===== src/rtl/double_tokens_if.sv =====
// Token stream bundle for double_tokens: one input token line, the emitted
// token line, the sticky saturation flag and the owed-token count.
// Tokens are single-cycle pulses: a==1 in a sampled cycle is one token in,
// b==1 in a cycle is one token out. There is no back-pressure.
interface double_tokens_if #(
  parameter int MAX_PENDING = 255
) ();
  localparam int PW = $clog2(MAX_PENDING + 1);

  logic          a;
  logic          b;
  logic          overflow;
  logic [PW-1:0] pending;

  // Token source side
  modport master (
    output a,
    input  b,
    input  overflow,
    input  pending
  );

  // Token multiplier side
  modport slave (
    input  a,
    output b,
    output overflow,
    output pending
  );
endinterface


===== src/rtl/double_tokens.sv =====
// Token multiplier: every input token on a is turned into MULT output
// tokens on b. The first output token leaves combinationally in the same
// cycle as the input token; the rest are owed in a saturating counter and
// drained one per cycle. If the owed count would exceed MAX_PENDING the
// excess is discarded and a sticky overflow flag is raised until reset.
module double_tokens #(
  parameter int MULT        = 2,
  parameter int MAX_PENDING = 255
) (
  input  logic               clk,
  input  logic               rst,
  double_tokens_if.slave     bus
);
  localparam int PW = $clog2(MAX_PENDING + 1);
  localparam int NW = PW + 4;

  localparam logic [NW-1:0] MULT_W = NW'(MULT);
  localparam logic [NW-1:0] MAX_W  = NW'(MAX_PENDING);
  localparam logic [PW-1:0] MAX_P  = PW'(MAX_PENDING);

  logic [PW-1:0] pending_q;
  logic [PW-1:0] pending_d;
  logic          overflow_q;
  logic          overflow_d;
  logic          b_w;
  logic [NW-1:0] next_w;

  // Emit a token whenever one arrives or one is owed; silent while in reset
  always_comb begin
    b_w = rst & (bus.a | (pending_q != '0));
  end

  // Owed-count update, evaluated wide so the saturation test cannot wrap.
  // b==1 implies a==1 or pending>0, so the subtraction never underflows.
  always_comb begin
    next_w     = {4'b0000, pending_q}
               + (bus.a ? MULT_W : '0)
               - {{(NW-1){1'b0}}, b_w};
    pending_d  = next_w[PW-1:0];
    overflow_d = overflow_q;
    if (next_w > MAX_W) begin
      pending_d  = MAX_P;
      overflow_d = 1'b1;
    end
  end

  // Owed-count and sticky overflow registers, cleared asynchronously
  always_ff @(posedge clk or negedge rst) begin
    if (!rst) begin
      pending_q  <= '0;
      overflow_q <= 1'b0;
    end else begin
      pending_q  <= pending_d;
      overflow_q <= overflow_d;
    end
  end

  assign bus.b        = b_w;
  assign bus.overflow = overflow_q;
  assign bus.pending  = pending_q;
endmodule


===== src/flat_wrapper.sv =====
// flat-port wrapper written by rule: the top's interface ports become plain ports
module double_tokens_flat 
#(
  parameter int MULT        = 2,
  parameter int MAX_PENDING = 255
)
  (clk, rst, bus_a, bus_b, bus_overflow, bus_pending);
  double_tokens_if #(.MAX_PENDING(MAX_PENDING)) bus_i ();
  input  logic clk;
  input  logic rst;
  input wire logic [$bits(bus_i.a)-1:0] bus_a;
  output wire logic [$bits(bus_i.b)-1:0] bus_b;
  output wire logic [$bits(bus_i.overflow)-1:0] bus_overflow;
  output wire logic [$bits(bus_i.pending)-1:0] bus_pending;
  assign bus_i.a = bus_a;
  assign bus_b = bus_i.b;
  assign bus_overflow = bus_i.overflow;
  assign bus_pending = bus_i.pending;
  double_tokens #(.MULT(MULT), .MAX_PENDING(MAX_PENDING)) u_core (.clk(clk), .rst(rst), .bus(bus_i));
endmodule

===== config.mk =====
export PLATFORM = sky130hd
export DESIGN_NAME = double_tokens_flat
export DESIGN_NICKNAME = d
export VERILOG_FILES = /design/src/rtl/double_tokens_if.sv /design/src/rtl/double_tokens.sv /design/src/flat_wrapper.sv
export SDC_FILE = /design/constraint.sdc
export NUM_CORES = 1
export LEC_CHECK = 0
export CAP_MARGIN = 20
export CORE_MARGIN = 1
export CORE_UTILIZATION = 53
export DETAILED_ROUTE_END_ITERATION = 12
export PLACE_DENSITY = 0.8
export SLEW_MARGIN = 5
export SYNTH_ARGS = -nofsm -noshare
export SYNTH_HDL_FRONTEND = slang
export SYNTH_SLANG_ARGS = --single-unit

===== constraint.sdc =====
create_clock -name clk -period 3.4 [get_ports clk]
set_input_delay 0.34 -clock clk [delete_from_list [all_inputs] [get_ports clk]]
set_output_delay 0.34 -clock clk [all_outputs]
set_load 0.03 [all_outputs]

==> metrics.json <==
{
  "final_layout": {
    "antenna_cells": 0,
    "flow.area_growth_from_synthesis_pct": 16.2,
    "final_common_cell": "sky130_fd_sc_hd__inv_1",
    "final.fill_count": 116,
    "final_net_count": 126,
    "final_layout_size_suffix_gt1_frac": 0.0833,
    "most-common-layout-cells": "sky130_fd_sc_hd__inv_1 (18), sky130_fd_sc_hd__ha_1 (13), sky130_fd_sc_hd__clkdlybuf4s50_1 (12)",
    "multi_input_comb_area_um2": 554,
    "ff_latch_area_um2": 225
  },
  "synth": {
    "synth.avg_cell_area_um2": 9.25,
    "main_combinational_cell_family_by_area_after_synthesis": "compound AO/OA/AOI/OAI gates",
    "share_of_synthesized_cell_area_in_and_or_nand_and_nor_gates": 0.118,
    "ys.warnings.count": 0,
    "post_synth_mux_area_share": 0,
    "synth.distinct_cells": 35,
    "mappedNetlistNets": 112,
    "post_synth_design_cell_area_um2": 878,
    "synth_edf_count": 0,
    "yosys_most_used_dff": "sky130_fd_sc_hd__dfrtp_1",
    "synth_sequential_area_ratio": 0.256,
    "asyncSetResetFlopFracSynth": 1.00,
    "synthXorXnorAreaFrac": 0.0299,
    "complex_gate_fraction_of_the_synthesized_area": 0.275,
    "synth_adder_area_share": 0.208,
    "synth_seq_cells": 9,
    "postSynthCellCount": 95
  },
  "timing": {
    "finalCritPeriodShare": 0.820,
    "relSlewSlack": 0.757,
    "unrepaired_setup_endpoints_after_global_routing": "no",
    "final.setup.tns_ns": 0,
    "number_of_setup_violations_in_the_final_report": 0,
    "worst_slew_pin_slew_ns": 0.364,
    "finalMaxSlewViolations": 0,
    "finalHoldViolations": 0,
    "max_clock_freq_mhz": 359,
    "finClkSkew_ns": 0.00515,
    "fin_crit_ns": 2.79
  },
  "cts": {
    "tritoncts_clock_tree": "done",
    "cts_root_buffer": "sky130_fd_sc_hd__clkbuf_4",
    "clock_tree_buf_depth": 2,
    "ctsHtreeMaxLevel": 1,
    "quantity_of_hold_fixing_buffers_added_after_cts": 0,
    "postCtsSetupBuffers": 0,
    "cts-resized-gates": 0,
    "cts.sinks": 9,
    "clock_latency_at_the_later_pin_of_the_worst_skew_pair_ns": 0.27,
    "cts.reportedPaths.clkPinSlew_ns": 0.06,
    "cts_made_buffers": 3
  },
  "setup_path": {
    "path_max_fanout": 6,
    "crit_top_cell": "sky130_fd_sc_hd__ha_1",
    "path_cells": "inv_1, ha_1, nand2_1, nor3_1, a31oi_1, ha_1, inv_1, ha_1, fa_1, nand2b_1, a211oi_2, o311ai_1, o2111ai_1",
    "crit_path_max_delay_cell_type": "sky130_fd_sc_hd__dfrtp_1",
    "endpoint_kind": "flip-flop",
    "cp_slowest_stage_delay_ns": 0.43,
    "timing.setup.critical_path_class": "flip-flop to flip-flop",
    "timing.critical_path.arrival_ns": 2.90,
    "timing.critical_path.from_type": "flip-flop",
    "critical_path_buf_inv_count": 2,
    "timing.critical_path.required_ns": 3.52,
    "cp_top_family": "adder cells"
  },
  "routing": {
    "dr.pass1.iters": 4,
    "dr.first_iter.drc_count": 17,
    "via_count_of_the_routed_design": 774,
    "drt-wirelength-per-cell_um": 14.1,
    "via_per_inst": 6.24,
    "postRouteWirelength_mm": 1.75,
    "postRouteAntennaNets": 0,
    "route.detailed.drc": 0
  },
  "grt": {
    "grt_pass1_wl_mm": 3.00,
    "grtUsageTotal": 0.229,
    "number_of_antenna_violations_at_the_first_check_in_global_routing": 0,
    "grt_max_degree": 10,
    "first_global_vias": 716,
    "grt_overflow_total": 0
  },
  "floorplan": {
    "die-area_mm2": 0.00182,
    "die-width_um": 42.7,
    "starting_utilization_of_the_core_area": 0.576,
    "std_cell_rows": 14,
    "die_y_um": 42.7,
    "floorplan.io_pins": 13,
    "core-area_mm2": 0.00152
  },
  "placed_design": {
    "place.port_buffers": 12,
    "globalplace.congestion": 0.886,
    "post-dp-hpwl_mm": 1.37
  },
  "run": {
    "timing.max_cap.violations": 0
  },
  "hold_path": {
    "hold_class": "input port to asynchronous set/reset pin"
  },
  "status": {
    "outcome": "completed"
  }
}
[final cells by class]
type                    count  area share
inverters                  18      0.0662
clock buffers               4      0.0257
repair buffers             13       0.125
flip-flops and latches      9       0.221
multi-input cells          64       0.543
well taps                  16      0.0196
[metal layers]
metal / vias to the layer above / wire (µm) / track usage
met1: 368 / 759 / 0.292
li1: 371 / - / -
met3: 8 / 101 / 0.0766
met5: - / 0 / 0
met4: 0 / 70 / 0.138
met2: 27 / 823 / 0.333
[flip-flops by register name, summed over array words and instances (netlist names)]
name                 count
u_core.bus.pending       8
u_core.bus.overflow      1
[worst reg2reg max path, stage by stage, from the launching register on]
cell and delay (ns):
sky130_fd_sc_hd__dfrtp_1 0.43, sky130_fd_sc_hd__inv_1 0.11, sky130_fd_sc_hd__ha_1 0.20, sky130_fd_sc_hd__nand2_1 0.08
sky130_fd_sc_hd__nor3_1 0.05, sky130_fd_sc_hd__a31oi_1 0.20, sky130_fd_sc_hd__ha_1 0.18, sky130_fd_sc_hd__inv_1 0.04
sky130_fd_sc_hd__ha_1 0.21, sky130_fd_sc_hd__fa_1 0.41, sky130_fd_sc_hd__nand2b_1 0.17, sky130_fd_sc_hd__a211oi_2 0.10
sky130_fd_sc_hd__o311ai_1 0.30, sky130_fd_sc_hd__o2111ai_1 0.16
[worst paths after layout]
check	cells past startpoint	slack (ns)	startpoint	endpoint
worst max register to register	13	0.61	u_core.bus.pending[7]$_DFF_PN0_	u_core.bus.pending[7]$_DFF_PN0_
min in group clk	2	0.48	u_core.bus.overflow$_DFFE_PN0N_	u_core.bus.overflow$_DFFE_PN0N_
worst min register to register	2	0.48	u_core.bus.overflow$_DFFE_PN0N_	u_core.bus.overflow$_DFFE_PN0N_
worst min-delay path	2	0.38	rst	u_core.bus.pending[1]$_DFF_PN0_
max in group asynchronous	2	2.88	rst	u_core.bus.pending[6]$_DFF_PN0_
worst max-delay path	13	0.61	u_core.bus.pending[7]$_DFF_PN0_	u_core.bus.pending[7]$_DFF_PN0_
[synth_stat cells, drive strengths merged, types with 3 or more instances]
cell type	n	share of area
ha	13	0.19
buf	4	0.036
nand2b	5	0.036
o2111ai	9	0.090
nor2	3	0.013
dfrtp	9	0.26
o21ai	3	0.021
inv	18	0.077
a21oi	3	0.017
[logic make-up after synthesis]
| logic type | after synthesis |
|---|---|
| AO/OA/AOI/OAI | 29 |
| XOR/XNOR | 3 |
| buffers and inverters | 22 |
| AND/OR/NAND/NOR | 18 |
| flip-flops | 9 |
| adder cells (fa/ha/maj) | 14 |
[per-stage QoR]
step | hold WS, ns | cell area (µm²) | cells | worst slack (ns) | utilization
final | 0.383 | 1020 | 124 | 0.612 | 0.670
after global routing | 0.386 | 1020 | 124 | 0.361 | 0.670
after CTS | 0.391 | 1020 | 124 | 0.597 | 0.670
after detailed placement | 0.473 | 995 | 120 | 0.585 | 0.653
after global placement | 0.461 | 995 | 120 | 0.595 | 0.653
after floorplan | 0.0444 | 878 | 95 | 0.181 | -
Power is not shown: default switching activity piles up to over one toggle a cycle in this logic, so the estimate is an artifact.
